--- src/rtl/hc595_pkg.sv ---
`timescale 1ns/1ps
`default_nettype none
// ============================================================================
// Module      : hc595_pkg
// Description : Frame geometry and sr-to-frame mapping for the hc595 receiver.
// Revision    : 1.0 - initial release
// ============================================================================
package hc595_pkg;

    localparam int FRAME_BITS = 14;
    localparam int SEL_W      = 6;
    localparam int LIGHT_W    = 8;
    localparam int BITCNT_W   = 4;

    localparam logic [BITCNT_W-1:0] FRAME_CNT = BITCNT_W'(FRAME_BITS);

    typedef struct packed {
        logic [SEL_W-1:0]   sel;
        logic [LIGHT_W-1:0] light;
    } frame_t;

    // First bit on the wire is sel[0], so it ends up in the MSB of sr.
    function automatic frame_t sr_to_frame(input logic [FRAME_BITS-1:0] sr);
        frame_t f;
        f.light = sr[LIGHT_W-1:0];
        f.sel   = '0;
        for (int k = 0; k < SEL_W; k++) begin
            f.sel[k] = sr[FRAME_BITS-1-k];
        end
        return f;
    endfunction

endpackage
`default_nettype wire

--- src/rtl/hc595_rx_if.sv ---
`timescale 1ns/1ps
`default_nettype none
// ============================================================================
// Module      : hc595_rx_if
// Description : 595-style serial display link (ds/shcp/stcp, roe with
//               HC595_RX_OE_EN).
// Revision    : 1.0 - initial release
// ============================================================================
interface hc595_rx_if;

    logic ds;
    logic shcp;
    logic stcp;
`ifdef HC595_RX_OE_EN
    logic roe;

    modport master (output ds, shcp, stcp, roe);
    modport slave  (input  ds, shcp, stcp, roe);
`else
    modport master (output ds, shcp, stcp);
    modport slave  (input  ds, shcp, stcp);
`endif

endinterface
`default_nettype wire

--- src/rtl/hc595_sync.sv ---
`timescale 1ns/1ps
`default_nettype none
// ============================================================================
// Module      : hc595_sync
// Description : N-stage synchronizer with a delayed copy and a registered
//               rising-edge pulse aligned to that copy.
// Revision    : 1.0 - initial release
// ============================================================================
module hc595_sync #(
    parameter int STAGES = 2
) (
    input  wire logic clk,
    input  wire logic rstn,
    input  wire logic i_d,
    output logic      o_dly,
    output logic      o_rise
);

    logic [STAGES-1:0] chain_q, chain_d;
    logic              prev_q,  prev_d;
    logic              rise_q,  rise_d;

    always_comb begin
        chain_d = {chain_q[STAGES-2:0], i_d};
        prev_d  = chain_q[STAGES-1];
        rise_d  = chain_q[STAGES-1] & ~prev_q;
    end

    always_ff @(posedge clk or negedge rstn) begin
        if (!rstn) begin
            chain_q <= '0;
            prev_q  <= 1'b0;
            rise_q  <= 1'b0;
        end else begin
            chain_q <= chain_d;
            prev_q  <= prev_d;
            rise_q  <= rise_d;
        end
    end

    // o_dly and o_rise describe the same sample, keeping ds aligned to shcp.
    assign o_dly  = prev_q;
    assign o_rise = rise_q;

endmodule
`default_nettype wire

--- src/rtl/hc595_rx.sv ---
`timescale 1ns/1ps
`default_nettype none
// ============================================================================
// Module      : hc595_rx
// Description : 74HC595-style link receiver: oversampled shift/storage pair
//               producing sel/light frames. Optional roe via HC595_RX_OE_EN.
// Revision    : 1.0 - initial release
// ============================================================================
module hc595_rx
    import hc595_pkg::*;
#(
    parameter int SYNC_STAGES = 2
) (
    input  wire logic         clk,
    input  wire logic         rstn,
    hc595_rx_if.slave         link,
    output logic [SEL_W-1:0]  sel_out,
    output logic [LIGHT_W-1:0] light_out,
    output logic              qh_out,
    output logic              frame_valid,
    output logic              frame_err
);

    logic ds_dly;
    logic ds_rise_unused;
    logic shcp_dly_unused;
    logic shcp_rise;
    logic stcp_dly_unused;
    logic stcp_rise;

    hc595_sync #(.STAGES(SYNC_STAGES)) u_sync_ds (
        .clk    (clk),
        .rstn   (rstn),
        .i_d    (link.ds),
        .o_dly  (ds_dly),
        .o_rise (ds_rise_unused)
    );

    hc595_sync #(.STAGES(SYNC_STAGES)) u_sync_shcp (
        .clk    (clk),
        .rstn   (rstn),
        .i_d    (link.shcp),
        .o_dly  (shcp_dly_unused),
        .o_rise (shcp_rise)
    );

    hc595_sync #(.STAGES(SYNC_STAGES)) u_sync_stcp (
        .clk    (clk),
        .rstn   (rstn),
        .i_d    (link.stcp),
        .o_dly  (stcp_dly_unused),
        .o_rise (stcp_rise)
    );

    logic [FRAME_BITS-1:0] sr_q,      sr_d;
    logic [BITCNT_W-1:0]   bit_cnt_q, bit_cnt_d;
    logic [SEL_W-1:0]      sel_q,     sel_d;
    logic [LIGHT_W-1:0]    light_q,   light_d;
    logic                  valid_q,   valid_d;
    logic                  err_q,     err_d;
    frame_t                frame;

    always_comb begin
        frame     = sr_to_frame(sr_q);
        sr_d      = sr_q;
        bit_cnt_d = bit_cnt_q;
        sel_d     = sel_q;
        light_d   = light_q;
        valid_d   = 1'b0;
        err_d     = 1'b0;

        // Latch reads sr_q, so a coincident shift never leaks into the frame.
        if (stcp_rise) begin
            sel_d     = frame.sel;
            light_d   = frame.light;
            valid_d   = 1'b1;
            err_d     = (bit_cnt_q != FRAME_CNT);
            bit_cnt_d = '0;
        end

        if (shcp_rise) begin
            sr_d = {sr_q[FRAME_BITS-2:0], ds_dly};
            if (stcp_rise) begin
                bit_cnt_d = BITCNT_W'(1);
            end else if (bit_cnt_q != '1) begin
                bit_cnt_d = bit_cnt_q + BITCNT_W'(1);
            end
        end
    end

    always_ff @(posedge clk or negedge rstn) begin
        if (!rstn) begin
            sr_q      <= '0;
            bit_cnt_q <= '0;
            sel_q     <= '0;
            light_q   <= '0;
            valid_q   <= 1'b0;
            err_q     <= 1'b0;
        end else begin
            sr_q      <= sr_d;
            bit_cnt_q <= bit_cnt_d;
            sel_q     <= sel_d;
            light_q   <= light_d;
            valid_q   <= valid_d;
            err_q     <= err_d;
        end
    end

    assign qh_out      = sr_q[FRAME_BITS-1];
    assign frame_valid = valid_q;
    assign frame_err   = err_q;

`ifdef HC595_RX_OE_EN
    logic [1:0] roe_q, roe_d;

    always_comb begin
        roe_d = {roe_q[0], link.roe};
    end

    always_ff @(posedge clk or negedge rstn) begin
        if (!rstn) begin
            roe_q <= '0;
        end else begin
            roe_q <= roe_d;
        end
    end

    // Blanking only masks the view; the storage register keeps the frame.
    assign sel_out   = roe_q[1] ? '0 : sel_q;
    assign light_out = roe_q[1] ? '0 : light_q;
`else
    assign sel_out   = sel_q;
    assign light_out = light_q;
`endif

endmodule
`default_nettype wire

--- src/flat_wrapper.sv ---
// flat-port wrapper written by rule: the top's interface ports become plain ports
module hc595_rx_flat import hc595_pkg::*;
#(
    parameter int SYNC_STAGES = 2
)
  (clk, rstn, sel_out, light_out, qh_out, frame_valid, frame_err, link_ds, link_shcp, link_stcp);
  hc595_rx_if link_i ();
  input  wire logic clk;
  input  wire logic rstn;
  output logic [SEL_W-1:0] sel_out;
  output logic [LIGHT_W-1:0] light_out;
  output logic qh_out;
  output logic frame_valid;
  output logic frame_err;
  input wire logic [$bits(link_i.ds)-1:0] link_ds;
  input wire logic [$bits(link_i.shcp)-1:0] link_shcp;
  input wire logic [$bits(link_i.stcp)-1:0] link_stcp;
  assign link_i.ds = link_ds;
  assign link_i.shcp = link_shcp;
  assign link_i.stcp = link_stcp;
  hc595_rx #(.SYNC_STAGES(SYNC_STAGES)) u_core (.clk(clk), .rstn(rstn), .link(link_i), .sel_out(sel_out), .light_out(light_out), .qh_out(qh_out), .frame_valid(frame_valid), .frame_err(frame_err));
endmodule
--- config.mk ---
export PLATFORM = sky130hd
export DESIGN_NAME = hc595_rx_flat
export DESIGN_NICKNAME = d
export VERILOG_FILES = /design/src/rtl/hc595_pkg.sv /design/src/rtl/hc595_rx_if.sv /design/src/rtl/hc595_sync.sv /design/src/rtl/hc595_rx.sv /design/src/flat_wrapper.sv
export SDC_FILE = /design/constraint.sdc
export NUM_CORES = 1
export LEC_CHECK = 0
export CAP_MARGIN = 20
export CORE_MARGIN = 2
export CORE_UTILIZATION = 48
export CTS_CLUSTER_DIAMETER = 120
export CTS_CLUSTER_SIZE = 28
export DETAILED_ROUTE_END_ITERATION = 12
export PLACE_DENSITY = 0.77
export SLEW_MARGIN = 10
export SYNTH_ARGS = -nofsm -noshare
export SYNTH_HDL_FRONTEND = slang
export SYNTH_SLANG_ARGS = --single-unit
--- constraint.sdc ---
create_clock -name clk -period 1.1 [get_ports clk]
set_input_delay 0.22 -clock clk [delete_from_list [all_inputs] [get_ports clk]]
set_output_delay 0.22 -clock clk [all_outputs]
set_load 0.01 [all_outputs]
# Yosys cells after proc, flatten, opt, wreduce, memory -nomap -nowiden
# Cells that the tools add are included.
# classes
addsub	1
reduce_logical	0
n_div	0
eq_ne	2
muxes	6
bitwise_logic	4
n_shift	0
mul	0
order_cmp	0
# op_table
op	count
2-to-1 mux 4 bit	4
inequality test 4 bit (second input constant)	2
adder 4 x 1 -> 4 bit (second input constant)	1
AND 1 bit	2
2-to-1 mux 1 bit	2
NOT 1 bit	2
# word_totals
regBits	45
romBits	0
output_inout_bits	17
input_bits	5
word_cells	27
latch_bits	0
mem_bits_rw	0
memories	0

# Longest topological paths before layout
# logic_depth
depth_word	4
mapped_depth	5
ltp_nobuf	4

# Modules after synthesis
# A second synthesis with hierarchy kept.
# hier_totals
cells_unflattened	100
hier_area_um2	1715.4
# by_module_without_submodules
mod	area_each_um2	seq_area_each_um2	cells_each	instances
hc595_rx	1373.8	850.8	85	1
hc595_sync	113.9	100.1	5	3

# Least setup slack after synthesis
# No wires, ideal clock.
# synth_path
path_type	register -> register
startpoint	register u_core.bit_cnt_q[0]
endpoint	register u_core.bit_cnt_q[1]
path_buffers	0
t_arrival_ns	1.020
stages_incl_launch_ff	5
slack_ns	-0.019
path_cell_list	dfrtp_1 ha_1 nand3_2 a21oi_2 a311oi_1
# synth_between
elab_chain_len	4
elab_cells_between_ends	5
classes_between	1 x add/sub; 1 x eq/ne; 3 x mux
# synth_lines
element	line_no	text
start, declared	hc595_rx.sv:56	logic [BITCNT_W-1:0] bit_cnt_q, bit_cnt_d;
start signal, assigned	hc595_rx.sv:101	bit_cnt_q <= bit_cnt_d;
adder 4 x 1 -> 4 bit or inequality test 4 bit (tied branches)	hc595_rx.sv:86, hc595_rx.sv:85	
2-to-1 mux 4 bit *	hc595_rx.sv:85	end else if (bit_cnt_q != '1) begin
2-to-1 mux 4 bit *	hc595_rx.sv:83	if (stcp_rise) begin
2-to-1 mux 4 bit *	hc595_rx.sv:81	if (shcp_rise) begin
via u_core.bit_cnt_d[1]	hc595_rx.sv:56	
# Mark *: on every way through the listed nets, which the timed path passes. The rest lies on a longest branch.
# A chain may end at the register's enable or synchronous reset.

# Final worst setup path
# layout_path
startpoint	register u_core.bit_cnt_q[1]
endpoint	register u_core.bit_cnt_q[0]
# layout_between
elab_chain_len	4
# layout_lines
element	line_no
inequality test 4 bit	hc595_rx.sv:85
2-to-1 mux 4 bit	hc595_rx.sv:85
2-to-1 mux 4 bit	hc595_rx.sv:83
2-to-1 mux 4 bit	hc595_rx.sv:81
via u_core.bit_cnt_d[0]	hc595_rx.sv:56
# The timed path passes the listed nets, and every way through them passes these cells.

==> reports/qor.yml <==
timing:
  tns_ps: -89.4
  drv_slew: 0
  setup_violations: 9
  relSlewSlack_pct: 75.2
  hold_ws_ps: 298
  min_period_over_period_pct: 102
  hold_viol_final: 0
  finClkSkew_ps: 6.67
  min_period_ps: 1120
  fin_ws_ps: -21.8
  fmax_mhz: 891
  worst_pin_slew_ps: 372
  rsz0062_at_grt: "true"
worst_setup_path:
  worstSetupStartpoint: "u_core.bit_cnt_q[1]"
  cp-start-kind: "flip-flop"
  r2r_slack_ps: -20
  r2r-start: "u_core.bit_cnt_q[1]"
  reg2regPathDepth: 4
  r2r-end: "u_core.bit_cnt_q[0]"
  crit_type: "flip-flop to flip-flop"
  cp.required_ps: 1350
  worstPathMaxFanout: 4
  end_kind: "flip-flop"
  arrival_ps: 1380
layout:
  final_cell_mix: "dfrtp_1, mux2_2, buf_2"
  antenna_cells: 0
  final_common_cell: "dfrtp_1"
  syn_to_final_growth_pct: 23.8
  final_area_sq_um: 2050
  final_net_count: 145
  drive_above_1_share_pct: 54.7
  nFillCells: 292
logic_synthesis:
  yosysTopAreaCellShare_pct: 68.1
  yosysSeqAreaShare_pct: 68.1
  synth_warnings: 0
  synth.distinct_cells: 21
  netlist_instances: 98
  syn_area_per_cell_sq_um: 16.9
  syn_area_sq_um: 1650
  ys_ff_latch: 45
  synthTopCellsByArea: "dfrtp_1, mux2_2, mux2_4"
  synth_top_area_cell: "dfrtp_1"
  synth_fp_nets: 105
cts:
  cts_tree: "built"
  h-tree-depth: 2
  clk_pin_slew_worst_paths_ps: 120
  worstSkewPairLatency_ps: 350
  cts_buffers: 5
  root_buffer: "clkbuf_4"
  ctsLongestPathBuffers: 2
  cts_num_sinks: 45
die:
  dieArea_sq_um: 3930
  die_width_um: 62.7
  initial_utilization_pct: 50.0
  fp-row-count: 21
  die_y_um: 62.7
  core_area_sq_um: 3310
  ios: 22
route:
  wl_met3_um: 105
  wl_met1_um: 1140
  maxUsedRoutingLayer: "met4"
  wl_per_cell_um: 14.0
  drt_first_pass_iters: 4
  antenna_left: 0
  drt_iter0_drc: 39
  dr_wl_met2_um: 1320
  viasPerCell: 4.93
  vias: 912
  wirelength_um: 2590
  drc: 0
grt:
  grt_pass1_vias: 942
  antenna_found_initial: 0
  grt_pass1_wl_um: 4530
  gr-total-overflow: 0
  grt_max_degree: 19
  track_usage_pct: 15.5
placed_design:
  hpwl_um: 1770
  place_area_sq_um: 1970
  port_buffers: 21
  gp_congestion: 0.702
  place_ws_ps: -30.9
power_and_ir_drop:
  leakagePower_uw: 0.000975
  p_per_area_nw_per_um2: 2200
  finalPower_uw: 4500
  ir_drop_mv: 1.23
run_status:
  outcome: "finished with violations"
  violations: "negative setup slack"
run:
  maxCapViolations: 0
min_path:
  min_path_type: "input pin to async pin"
[critical path, stage by stage (launching register included)]
cell and delay [ps]:
dfrtp_2 460, ha_4 190, nand3_4 100, mux2i_1 190, a21oi_1 80
[where the power goes]
| part | switching (uW) | internal [uW] |
|---|---|---|
| logic | 459 | 769 |
| registers | 282 | 2130 |
| clock network | 497 | 371 |
[registers in the layout, indices dropped and copies added, names as in the netlist]
| name | count |
|---|---|
| u_core.u_sync_stcp.o_rise | 1 |
| u_core.u_sync_shcp.o_dly | 1 |
| u_core.u_sync_shcp.chain_q | 2 |
| u_core.frame_err | 1 |
| u_core.u_sync_shcp.o_rise | 1 |
| u_core.light_out | 8 |
| u_core.sel_out | 6 |
| u_core.u_sync_stcp.chain_q | 2 |
| u_core.frame_valid | 1 |
| u_core.u_sync_stcp.o_dly | 1 |
| u_core.bit_cnt_q | 4 |
| u_core.sr_q | 14 |
| u_core.u_sync_ds.o_dly | 1 |
| u_core.u_sync_ds.chain_q | 2 |
[repair_timing]
item / in CTS / in global routing
hold endpoints to repair: 12 / 0
setup endpoints to repair: 19 / 21
resized for setup: 70 / 3
buffers inserted: 5 / 2
pin swaps: 4 / 4
hold buffers: 1 / 0
[worst max path at each step]
stage,to,slack (ps),depth (start not counted)
after floorplan,u_core.bit_cnt_q[1],20,4
after global placement,qh_out,10,1
after detailed placement,u_core.bit_cnt_q[0],-30,4
after CTS,qh_out,-50,1
after global routing,light_out[1],-70,1
final,u_core.bit_cnt_q[0],-20,4
[Yosys cell counts]
cell type	instances
a31oi_1	1
dfrtp_1	45
mux2_4	6
a21oi_2	1
nand3_2	1
buf_4	2
nor2b_1	2
mux2_2	22
inv_2	1
mux2i_1	1
ha_1	2
a21oi_1	3
a211oi_1	1
nand2_1	1
nand4_1	1
nor3_1	2
buf_12	1
and4_1	1
buf_6	1
a311oi_1	1
inv_1	2
[layer usage]
layer	vias to the layer above	global-route usage, %
li1	424	-
met1	472	19.7
met2	14	23.1
met3	2	6.85
met4	0	6.67
met5	-	0
[metrics by stage]
stage | utilization (%) | std cells
finish | 61.9 | 185
global route | 61.9 | 185
global placement | 59.5 | 169
detailed placement | 59.5 | 169
CTS | 61.0 | 183
floorplan | - | 98
[area by class of cell]
type                            instances  area, sq um  share of cell area [%]
Clock buffer                            7         65.1                    3.18
Clock inverter                          1         5.00                   0.244
Inverter                                3         11.3                   0.550
Sequential cell                        45         1130                    55.0
Multi-Input combinational cell         46          502                    24.5
Tap cell                               46         57.6                    2.81
Timing Repair Buffer                   37          280                    13.7
[cell families (layout without fill, tap and decap cells)]
| kind of cell | Yosys count | after routing | synth area share (%) |
|---|---|---|---|
| DFF | 45 | 45 | 68.1 |
| adders and majority gates | 2 | 2 | 1.51 |
| muxes | 29 | 29 | 21.0 |
| AOI/OAI and AO/OA | 7 | 7 | 2.80 |
| buffers and inverters | 7 | 48 | 3.48 |
| and+or+nand+nor | 8 | 8 | 3.10 |
Power figures use the tool's default switching activity.
